[src/rtl/fusion_sequencer_pkg.sv]
// rtl/fusion_sequencer_pkg.sv - shared types and helpers for the fusion sequencer
package fusion_pkg;

    typedef enum logic [1:0] {
        CFG_2B  = 2'b00,
        CFG_4B  = 2'b01,
        CFG_8B  = 2'b10,
        CFG_BAD = 2'b11
    } cfg_e;

    typedef enum logic [1:0] {
        SEQ_IDLE  = 2'd0,
        SEQ_RUN   = 2'd1,
        SEQ_DRAIN = 2'd2,
        SEQ_DONE  = 2'd3
    } seq_state_e;

    // Field width selector for a lane accumulator: 16-bit, 32-bit or full ACC_W field
    localparam logic [1:0] FW_16  = 2'd0;
    localparam logic [1:0] FW_32  = 2'd1;
    localparam logic [1:0] FW_ACC = 2'd2;

    function automatic logic [2:0] lanes_for_cfg(input logic [1:0] cfga, input logic [1:0] cfgb);
        if (cfga == CFG_8B && cfgb == CFG_8B) return 3'd1;
        if ({cfga, cfgb} == 4'b1001 || {cfga, cfgb} == 4'b0110) return 3'd2;
        return 3'd4;
    endfunction

    function automatic logic cfg_is_bad(input logic [1:0] cfga, input logic [1:0] cfgb);
        return (cfga == CFG_BAD) || (cfgb == CFG_BAD);
    endfunction

endpackage

[src/rtl/fusion_sequencer_if.sv]
// rtl/fusion_sequencer_if.sv - job, operand, fusion-unit and result signals of the sequencer
interface fusion_sequencer_if #(
    parameter int ACC_W = 32,
    parameter int LEN_W = 10
);
    logic                 job_valid;
    logic                 job_ready;
    logic [1:0]           job_cfga;
    logic [1:0]           job_cfgb;
    logic                 job_sa;
    logic                 job_sb;
    logic [LEN_W-1:0]     job_len;
    logic                 op_valid;
    logic                 op_ready;
    logic [7:0]           op_a;
    logic [7:0]           op_b;
    logic [7:0]           fu_a;
    logic [7:0]           fu_b;
    logic                 fu_sa;
    logic                 fu_sb;
    logic [1:0]           fu_cfga;
    logic [1:0]           fu_cfgb;
    logic [63:0]          fu_out;
    logic                 res_valid;
    logic                 res_ready;
    logic [4*ACC_W-1:0]   res_data;
    logic                 res_err;

    modport slave (
        input  job_valid, job_cfga, job_cfgb, job_sa, job_sb, job_len,
        input  op_valid, op_a, op_b, fu_out, res_ready,
        output job_ready, op_ready, fu_a, fu_b, fu_sa, fu_sb, fu_cfga, fu_cfgb,
        output res_valid, res_data, res_err
    );

    modport master (
        output job_valid, job_cfga, job_cfgb, job_sa, job_sb, job_len,
        output op_valid, op_a, op_b, fu_out, res_ready,
        input  job_ready, op_ready, fu_a, fu_b, fu_sa, fu_sb, fu_cfga, fu_cfgb,
        input  res_valid, res_data, res_err
    );
endinterface

[src/rtl/fusion_sequencer_lane_accumulator.sv]
// rtl/fusion_sequencer_lane_accumulator.sv - one lane: extend a fusion-unit field and add it in
module lane_accumulator #(
    parameter int ACC_W = 32
) (
    input  logic                                   clk,
    input  logic                                   rst_n,
    input  logic                                   i_clr,
    input  logic                                   i_en,
    input  logic                                   i_signed,
    input  logic [1:0]                             i_fw,
    input  logic [((ACC_W > 32) ? ACC_W : 32)-1:0] i_field,
    output logic [ACC_W-1:0]                       o_acc
);
    import fusion_pkg::*;

    logic [ACC_W-1:0] r_acc;
    logic [ACC_W-1:0] w_ext;

    // Sign- or zero-extend the selected field width to the accumulator width
    always_comb begin
        w_ext = '0;
        if (i_fw == FW_16) begin
            if (i_signed) w_ext = ACC_W'($signed(i_field[15:0]));
            else          w_ext = ACC_W'(i_field[15:0]);
        end else if (i_fw == FW_32) begin
            if (i_signed) w_ext = ACC_W'($signed(i_field[31:0]));
            else          w_ext = ACC_W'(i_field[31:0]);
        end else begin
            w_ext = i_field[ACC_W-1:0];
        end
    end

    // Wrapping accumulate; clear wins so a new job always starts from zero
    always_ff @(posedge clk or negedge rst_n) begin
        if (!rst_n)    r_acc <= '0;
        else if (i_clr) r_acc <= '0;
        else if (i_en)  r_acc <= r_acc + w_ext;
    end

    assign o_acc = r_acc;

endmodule

[src/rtl/fusion_sequencer.sv]
// rtl/fusion_sequencer.sv - job-level controller feeding one fusion unit and accumulating its lanes
module fusion_sequencer #(
    parameter int FU_LATENCY = 1,
    parameter int ACC_W      = 32,
    parameter int LEN_W      = 10
) (
    input logic               clk,
    input logic               rst_n,
    fusion_sequencer_if.slave bus
);
    import fusion_pkg::*;

    localparam int FIELD_W = (ACC_W > 32) ? ACC_W : 32;
    localparam logic [1:0] ST_IDLE  = 2'(SEQ_IDLE);
    localparam logic [1:0] ST_RUN   = 2'(SEQ_RUN);
    localparam logic [1:0] ST_DRAIN = 2'(SEQ_DRAIN);
    localparam logic [1:0] ST_DONE  = 2'(SEQ_DONE);

    logic [1:0]            r_state;
    logic [1:0]            r_cfga;
    logic [1:0]            r_cfgb;
    logic                  r_sa;
    logic                  r_sb;
    logic                  r_err;
    logic [LEN_W-1:0]      r_rem;
    logic [FU_LATENCY-1:0] r_pipe;
    logic [FU_LATENCY-1:0] w_pipe_next;
    logic                  w_job_acc;
    logic                  w_bad;
    logic                  w_op_ready;
    logic                  w_issue;
    logic                  w_tail;
    logic                  w_signed;
    logic [2:0]            w_lanes;
    logic [1:0]            w_fw;
    logic [FIELD_W-1:0]    w_field [4];
    logic [3:0]            w_en;
    logic [ACC_W-1:0]      w_acc [4];

    assign w_job_acc  = bus.job_valid && (r_state == ST_IDLE);
    assign w_bad      = cfg_is_bad(bus.job_cfga, bus.job_cfgb);
    assign w_op_ready = (r_state == ST_RUN) && (r_rem != '0);
    assign w_issue    = bus.op_valid && w_op_ready;
    assign w_tail     = r_pipe[FU_LATENCY-1];
    assign w_signed   = r_sa | r_sb;
    assign w_lanes    = lanes_for_cfg(r_cfga, r_cfgb);
    assign w_fw       = (w_lanes == 3'd1) ? FW_ACC : (w_lanes == 3'd2) ? FW_32 : FW_16;

    // Next value of the in-flight shift register; DRAIN ends when it would become empty
    always_comb begin
        w_pipe_next    = '0;
        w_pipe_next[0] = w_issue;
        for (int i = 1; i < FU_LATENCY; i++) w_pipe_next[i] = r_pipe[i-1];
    end

    // In-flight beat tracking, one bit per fusion-unit pipeline stage
    always_ff @(posedge clk or negedge rst_n) begin
        if (!rst_n) r_pipe <= '0;
        else        r_pipe <= w_pipe_next;
    end

    // Job FSM plus the per-job latched configuration and beat counter
    always_ff @(posedge clk or negedge rst_n) begin
        if (!rst_n) begin
            r_state <= ST_IDLE;
            r_cfga  <= '0;
            r_cfgb  <= '0;
            r_sa    <= 1'b0;
            r_sb    <= 1'b0;
            r_err   <= 1'b0;
            r_rem   <= '0;
        end else begin
            case (r_state)
                ST_IDLE: if (bus.job_valid) begin
                    r_cfga  <= bus.job_cfga;
                    r_cfgb  <= bus.job_cfgb;
                    r_sa    <= bus.job_sa;
                    r_sb    <= bus.job_sb;
                    r_rem   <= bus.job_len;
                    r_err   <= w_bad;
                    r_state <= (w_bad || bus.job_len == '0) ? ST_DONE : ST_RUN;
                end
                ST_RUN: if (w_issue) begin
                    r_rem <= r_rem - LEN_W'(1);
                    if (r_rem == LEN_W'(1)) r_state <= ST_DRAIN;
                end
                ST_DRAIN: if (w_pipe_next == '0) r_state <= ST_DONE;
                default: if (bus.res_ready) begin
                    r_state <= ST_IDLE;
                    r_err   <= 1'b0;
                end
            endcase
        end
    end

    // Slice fu_out into lane fields by precision mode and enable only the live lanes
    always_comb begin
        for (int i = 0; i < 4; i++) begin
            w_field[i] = '0;
            w_en[i]    = w_tail && (i < int'(w_lanes));
            if (w_lanes == 3'd4)      w_field[i] = FIELD_W'(bus.fu_out >> (16 * i));
            else if (w_lanes == 3'd2) w_field[i] = FIELD_W'(bus.fu_out >> (32 * i));
            else                      w_field[i] = FIELD_W'(bus.fu_out);
        end
    end

    for (genvar g = 0; g < 4; g++) begin : g_lane
        lane_accumulator #(.ACC_W(ACC_W)) u_lane (
            .clk      (clk),
            .rst_n    (rst_n),
            .i_clr    (w_job_acc),
            .i_en     (w_en[g]),
            .i_signed (w_signed),
            .i_fw     (w_fw),
            .i_field  (w_field[g]),
            .o_acc    (w_acc[g])
        );
    end

    assign bus.job_ready = (r_state == ST_IDLE);
    assign bus.op_ready  = w_op_ready;
    assign bus.fu_a      = w_issue ? bus.op_a : 8'h00;
    assign bus.fu_b      = w_issue ? bus.op_b : 8'h00;
    assign bus.fu_sa     = r_sa;
    assign bus.fu_sb     = r_sb;
    assign bus.fu_cfga   = r_cfga;
    assign bus.fu_cfgb   = r_cfgb;
    assign bus.res_valid = (r_state == ST_DONE);
    assign bus.res_err   = r_err;
    assign bus.res_data  = {w_acc[3], w_acc[2], w_acc[1], w_acc[0]};

endmodule

[src/flat_wrapper.sv]
// flat-port wrapper written by rule: the top's interface ports become plain ports
module fusion_sequencer_flat import fusion_pkg::*;
#(
    parameter int FU_LATENCY = 1,
    parameter int ACC_W      = 32,
    parameter int LEN_W      = 10
)
  (clk, rst_n, bus_job_valid, bus_job_cfga, bus_job_cfgb, bus_job_sa, bus_job_sb, bus_job_len, bus_op_valid, bus_op_a, bus_op_b, bus_fu_out, bus_res_ready, bus_job_ready, bus_op_ready, bus_fu_a, bus_fu_b, bus_fu_sa, bus_fu_sb, bus_fu_cfga, bus_fu_cfgb, bus_res_valid, bus_res_data, bus_res_err);
  fusion_sequencer_if #(.ACC_W(ACC_W), .LEN_W(LEN_W)) bus_i ();
  input logic clk;
  input logic rst_n;
  input wire logic [$bits(bus_i.job_valid)-1:0] bus_job_valid;
  input wire logic [$bits(bus_i.job_cfga)-1:0] bus_job_cfga;
  input wire logic [$bits(bus_i.job_cfgb)-1:0] bus_job_cfgb;
  input wire logic [$bits(bus_i.job_sa)-1:0] bus_job_sa;
  input wire logic [$bits(bus_i.job_sb)-1:0] bus_job_sb;
  input wire logic [$bits(bus_i.job_len)-1:0] bus_job_len;
  input wire logic [$bits(bus_i.op_valid)-1:0] bus_op_valid;
  input wire logic [$bits(bus_i.op_a)-1:0] bus_op_a;
  input wire logic [$bits(bus_i.op_b)-1:0] bus_op_b;
  input wire logic [$bits(bus_i.fu_out)-1:0] bus_fu_out;
  input wire logic [$bits(bus_i.res_ready)-1:0] bus_res_ready;
  output wire logic [$bits(bus_i.job_ready)-1:0] bus_job_ready;
  output wire logic [$bits(bus_i.op_ready)-1:0] bus_op_ready;
  output wire logic [$bits(bus_i.fu_a)-1:0] bus_fu_a;
  output wire logic [$bits(bus_i.fu_b)-1:0] bus_fu_b;
  output wire logic [$bits(bus_i.fu_sa)-1:0] bus_fu_sa;
  output wire logic [$bits(bus_i.fu_sb)-1:0] bus_fu_sb;
  output wire logic [$bits(bus_i.fu_cfga)-1:0] bus_fu_cfga;
  output wire logic [$bits(bus_i.fu_cfgb)-1:0] bus_fu_cfgb;
  output wire logic [$bits(bus_i.res_valid)-1:0] bus_res_valid;
  output wire logic [$bits(bus_i.res_data)-1:0] bus_res_data;
  output wire logic [$bits(bus_i.res_err)-1:0] bus_res_err;
  assign bus_i.job_valid = bus_job_valid;
  assign bus_i.job_cfga = bus_job_cfga;
  assign bus_i.job_cfgb = bus_job_cfgb;
  assign bus_i.job_sa = bus_job_sa;
  assign bus_i.job_sb = bus_job_sb;
  assign bus_i.job_len = bus_job_len;
  assign bus_i.op_valid = bus_op_valid;
  assign bus_i.op_a = bus_op_a;
  assign bus_i.op_b = bus_op_b;
  assign bus_i.fu_out = bus_fu_out;
  assign bus_i.res_ready = bus_res_ready;
  assign bus_job_ready = bus_i.job_ready;
  assign bus_op_ready = bus_i.op_ready;
  assign bus_fu_a = bus_i.fu_a;
  assign bus_fu_b = bus_i.fu_b;
  assign bus_fu_sa = bus_i.fu_sa;
  assign bus_fu_sb = bus_i.fu_sb;
  assign bus_fu_cfga = bus_i.fu_cfga;
  assign bus_fu_cfgb = bus_i.fu_cfgb;
  assign bus_res_valid = bus_i.res_valid;
  assign bus_res_data = bus_i.res_data;
  assign bus_res_err = bus_i.res_err;
  fusion_sequencer #(.FU_LATENCY(FU_LATENCY), .ACC_W(ACC_W), .LEN_W(LEN_W)) u_core (.clk(clk), .rst_n(rst_n), .bus(bus_i));
endmodule
[config.mk]
export PLATFORM = sky130hd
export DESIGN_NAME = fusion_sequencer_flat
export DESIGN_NICKNAME = d
export VERILOG_FILES = /design/src/rtl/fusion_sequencer_pkg.sv /design/src/rtl/fusion_sequencer_if.sv /design/src/rtl/fusion_sequencer_lane_accumulator.sv /design/src/rtl/fusion_sequencer.sv /design/src/flat_wrapper.sv
export SDC_FILE = /design/constraint.sdc
export NUM_CORES = 1
export LEC_CHECK = 0
export ABC_AREA = 1
export ABC_CLOCK_PERIOD_IN_PS = 3160
export CORE_ASPECT_RATIO = 0.9
export CORE_MARGIN = 2
export CORE_UTILIZATION = 52
export CTS_BUF_LIST = sky130_fd_sc_hd__clkbuf_2 sky130_fd_sc_hd__clkbuf_4 sky130_fd_sc_hd__clkbuf_8
export CTS_CLUSTER_DIAMETER = 150
export DETAILED_ROUTE_END_ITERATION = 12
export PLACE_DENSITY_LB_ADDON = 0.1
export SLEW_MARGIN = 0
export SYNTH_ARGS = -nofsm -noshare
export SYNTH_HDL_FRONTEND = slang
export SYNTH_HIERARCHICAL = 1
export SYNTH_SLANG_ARGS = --single-unit
[constraint.sdc]
create_clock -name clk -period 3.16 [get_ports clk]
set_input_delay 0.632 -clock clk [delete_from_list [all_inputs] [get_ports clk]]
set_output_delay 0.632 -clock clk [all_outputs]
set_load 0.01 [all_outputs]
==> results.json <==
{
  "numCtsBuffers": 17,
  "final.fill_count": 2755,
  "ctsHoldBuffers": 0,
  "grt_overflow_total": 0,
  "fin_ws_ns": 0.0378,
  "clock_sinks": 148,
  "multi_input_area_um2": 12400,
  "yosys.area.top_type": "nand2_1",
  "antenna_found_initial": 1,
  "required_ns": 3.63,
  "synth_compound_area_share_pct": 12.7,
  "clockRootBuffer": "clkbuf_8",
  "via_count": 22200,
  "ys_seq_elements": 148,
  "rsz0062_at_grt": "true",
  "synth.most_common_cell": "nand2_1",
  "synthDistinctLibCells": 42,
  "leakagePower_nw": 13.8,
  "num_antenna_cells": 0,
  "max_slew_margin_pct": 46.8,
  "synthTopCellsByArea": "nand2_1 (26%), dfrtp_1 (21%), inv_1 (13%)",
  "worst_pin_slew_ns": 0.798,
  "drc_errors": 0,
  "postRouteAntennaNets": 0,
  "yosysSeqAreaShare_pct": 21.2,
  "fin_util_pct": 72.7,
  "postSynthCellCount": 3097,
  "die_w_um": 197,
  "finalMaxSlewViolations": 0,
  "final_hold_viol_count": 0,
  "area_growth_pct": 37.2,
  "crit_fanout": 6,
  "endpoint_kind": "flop",
  "grt_max_degree": 73,
  "num_rows": 63,
  "dp_hpwl_um": 57000,
  "synth_area_um2": 17500,
  "ir_drop_v": 0.000639,
  "synthSimpleGateAreaFrac_pct": 40.6,
  "dp_slack_ns": -0.378,
  "routabilityCongestion": 1.03,
  "synth_top_family_by_area": "simple AND/OR/NAND/NOR gates",
  "grt_first_pass_wirelength_um": 107000,
  "synth_flop_cell": "dfrtp_1",
  "clock_path_buffers": 2,
  "r2r-start": "u_core/bus.fu_cfgb[1]$_DFFE_PN0P_",
  "die-area_um2": 35100,
  "yosys_warnings": 6,
  "reg2reg_to": "u_core/g_lane[1].u_lane/o_acc[29]$_DFFE_PN0P_",
  "synth_xor_area_share_pct": 0.701,
  "muxShareOfSynthArea_pct": 0.0572,
  "io_buffer_count": 254,
  "fmax_ghz": 0.320,
  "period_share_pct": 98.8,
  "drt_iter0_markers": 2389,
  "chipHeight_um": 178,
  "post-route-min-period_ns": 3.12,
  "cap_violations": 0,
  "cts.reportedPaths.clkPinSlew_ns": 0.10,
  "rrSetupSlack_ns": 0.04,
  "drive_above_1_share_pct": 17.6,
  "h-tree-depth": 4,
  "fin_setup_tns_ns": 0,
  "finalNetCount": 3815,
  "cellPowerDensity_nw_per_um2": 1130,
  "grt_pass1_vias": 20300,
  "finalWirelength_um": 72100,
  "r2r.worst_path.cells": 20,
  "clk_latency_ns": 0.54,
  "core_um2": 33000,
  "grt_util_all_layers_pct": 39.5,
  "wl_per_cell_um": 18.0,
  "hold_path.class": "in -> async",
  "synth_fa_ha_area_share_pct": 10.1,
  "async_flop_share_pct": 100,
  "setup_viol": 0,
  "fin_skew_ns": 0.0215,
  "firstDrtPassIters": 9,
  "io_pins": 255,
  "critical_path_arrival_ns": 3.60,
  "start_util_pct": 53.0,
  "synthesis.nets": 3337,
  "finalPower_mw": 27.0,
  "synth_common_cells": "nand2_1 (1212), inv_1 (601), nor2_1 (207), o21ai_0 (161), nand3_1 (158)",
  "setup.worst_path.start_class": "flop",
  "synth_area_per_cell_um2": 5.65,
  "status": "completed",
  "holdWs_ns": 0.160,
  "synth_edf_count": 0,
  "viasPerCell": 5.54,
  "path_class": "reg -> reg",
  "regArea_um2": 3710,
  "netlist.area_leader.share_pct": 26.0,
  "cts_tree": "built"
}
==> worst max-delay path, stage by stage, from the launching register on <==
cell and delay [ns]:
dfrtp_1 0.39, inv_2 0.07, nor2_4 0.16, nand3_4 0.11, nand2_8 0.15, buf_6 0.13
inv_4 0.04, buf_6 0.12, o211ai_1 0.47, ha_2 0.43, nand2_1 0.08, nand2_1 0.08
nand2_1 0.09, nand2_2 0.08, a21oi_2 0.14, nand2_2 0.13, nand2_2 0.11, nand2_1 0.05
nand2_1 0.05, nand3_1 0.07, nand2_1 0.07
==> worst max path at each step <==
stage / end / from / slack [ns] / depth (start not counted)
floorplan: u_core/g_lane[1].u_lane/o_acc[30]$_DFFE_PN0P_ / u_core/bus.fu_cfga[1]$_DFFE_PN0P_ / 0.11 / 23
global placement: u_core/g_lane[1].u_lane/o_acc[31]$_DFFE_PN0P_ / bus_fu_out[27] / -0.36 / 18
detailed placement: u_core/g_lane[2].u_lane/o_acc[29]$_DFFE_PN0P_ / bus_fu_out[47] / -0.38 / 18
CTS: u_core/g_lane[1].u_lane/o_acc[18]$_DFFE_PN0P_ / u_core/bus.fu_cfga[0]$_DFFE_PN0P_ / -0.001 / 20
global route: u_core/g_lane[1].u_lane/o_acc[30]$_DFFE_PN0P_ / u_core/bus.fu_cfga[1]$_DFFE_PN0P_ / -0.1 / 20
finish: u_core/g_lane[1].u_lane/o_acc[29]$_DFFE_PN0P_ / u_core/bus.fu_cfgb[1]$_DFFE_PN0P_ / 0.04 / 20
==> state kept, by name (all words and copies together) (netlist names) <==
signal                      count
u_core/r_pipe                   1
u_core/bus.fu_sb                1
u_core/g_lane.u_lane/o_acc    128
u_core/r_rem                   10
u_core/bus.fu_cfga              2
u_core/r_state                  2
u_core/bus.res_err              1
u_core/bus.fu_sa                1
u_core/bus.fu_cfgb              2
==> cells in the final DEF, fill, tap and decap left out, types with 5 or more instances in the layout <==
cell | Yosys | routed
nand4_1 | 18 | 18
xnor2_1 | 9 | 9
ha_1 | 135 | 90
clkdlybuf4s50_1 | 0 | 241
nor3_1 | 11 | 9
o211ai_1 | 16 | 16
o21ai_0 | 161 | 114
nand2_2 | 39 | 96
o21ai_1 | 49 | 77
a21oi_1 | 120 | 98
xor2_1 | 5 | 5
buf_4 | 6 | 240
dlymetal6s2s_1 | 0 | 12
nor2_4 | 6 | 19
nor3_2 | 5 | 6
ha_2 | 0 | 5
dfrtp_1 | 148 | 146
o22ai_1 | 16 | 16
o21bai_1 | 13 | 12
nand3_1 | 158 | 149
buf_6 | 2 | 8
and2_1 | 11 | 11
clkinv_4 | 0 | 5
a22o_1 | 8 | 8
inv_1 | 601 | 587
nor2_1 | 207 | 167
nand2_4 | 2 | 9
clkbuf_8 | 0 | 19
a21oi_2 | 1 | 23
o21ai_2 | 4 | 23
nand3_2 | 10 | 15
nor2_2 | 31 | 58
inv_2 | 16 | 28
ha_4 | 0 | 40
nand2_1 | 1212 | 1148
or2_2 | 7 | 7
==> kinds of logic (layout without fill, tap and decap cells) <==
family / count (synthesis) / in the layout
AO/OA/AOI/OAI: 405 / 405
XOR/XNOR: 14 / 14
adder cells (fa/ha/maj): 139 / 139
buffers and inverters: 671 / 1161
flip-flops: 148 / 148
multiplexers: 1 / 1
AND/OR/NAND/NOR: 1719 / 1720
==> stage by stage <==
step           cell area (um2)  std cells
3_3_place_gp             22100       3950
2_1_floorplan            17500       3097
5_1_grt                  24000       4010
3_5_place_dp             22100       3950
6_report                 24000       4010
4_1_cts                  22700       3990
==> layout make-up <==
| type | count | area share, % |
|---|---|---|
| multi-input cells | 2279 | 51.5 |
| repair buffers | 511 | 19.3 |
| flip-flops and latches | 148 | 15.4 |
| inverters | 618 | 9.70 |
| well taps | 422 | 2.20 |
| clock buffers | 19 | 1.09 |
| clock inverters | 13 | 0.823 |
==> per-layer routing <==
layer	vias up	track usage, %	part of all wire, %
met5	-	0	0.018
met4	2	17.4	4.6
met3	234	8.26	11
met2	1276	62.5	44
met1	10200	52.1	40
li1	10500	-	-
==> timing repair <==
action                                  CTS  global route
setup buffers                             8            17
endpoints found under the setup margin   79           104
pin swaps                                12            79
gates cloned                              0             3
gates resized for setup                  29           297
==> report_power, final <==
part,switching [mW],total (mW),internal [mW]
Clock,0.903,1.82,0.914
Sequential,0.963,3.59,2.62
Combinational,12.8,21.6,8.81
Total,14.7,27.0,12.3
Power figures use the tool's default switching activity.
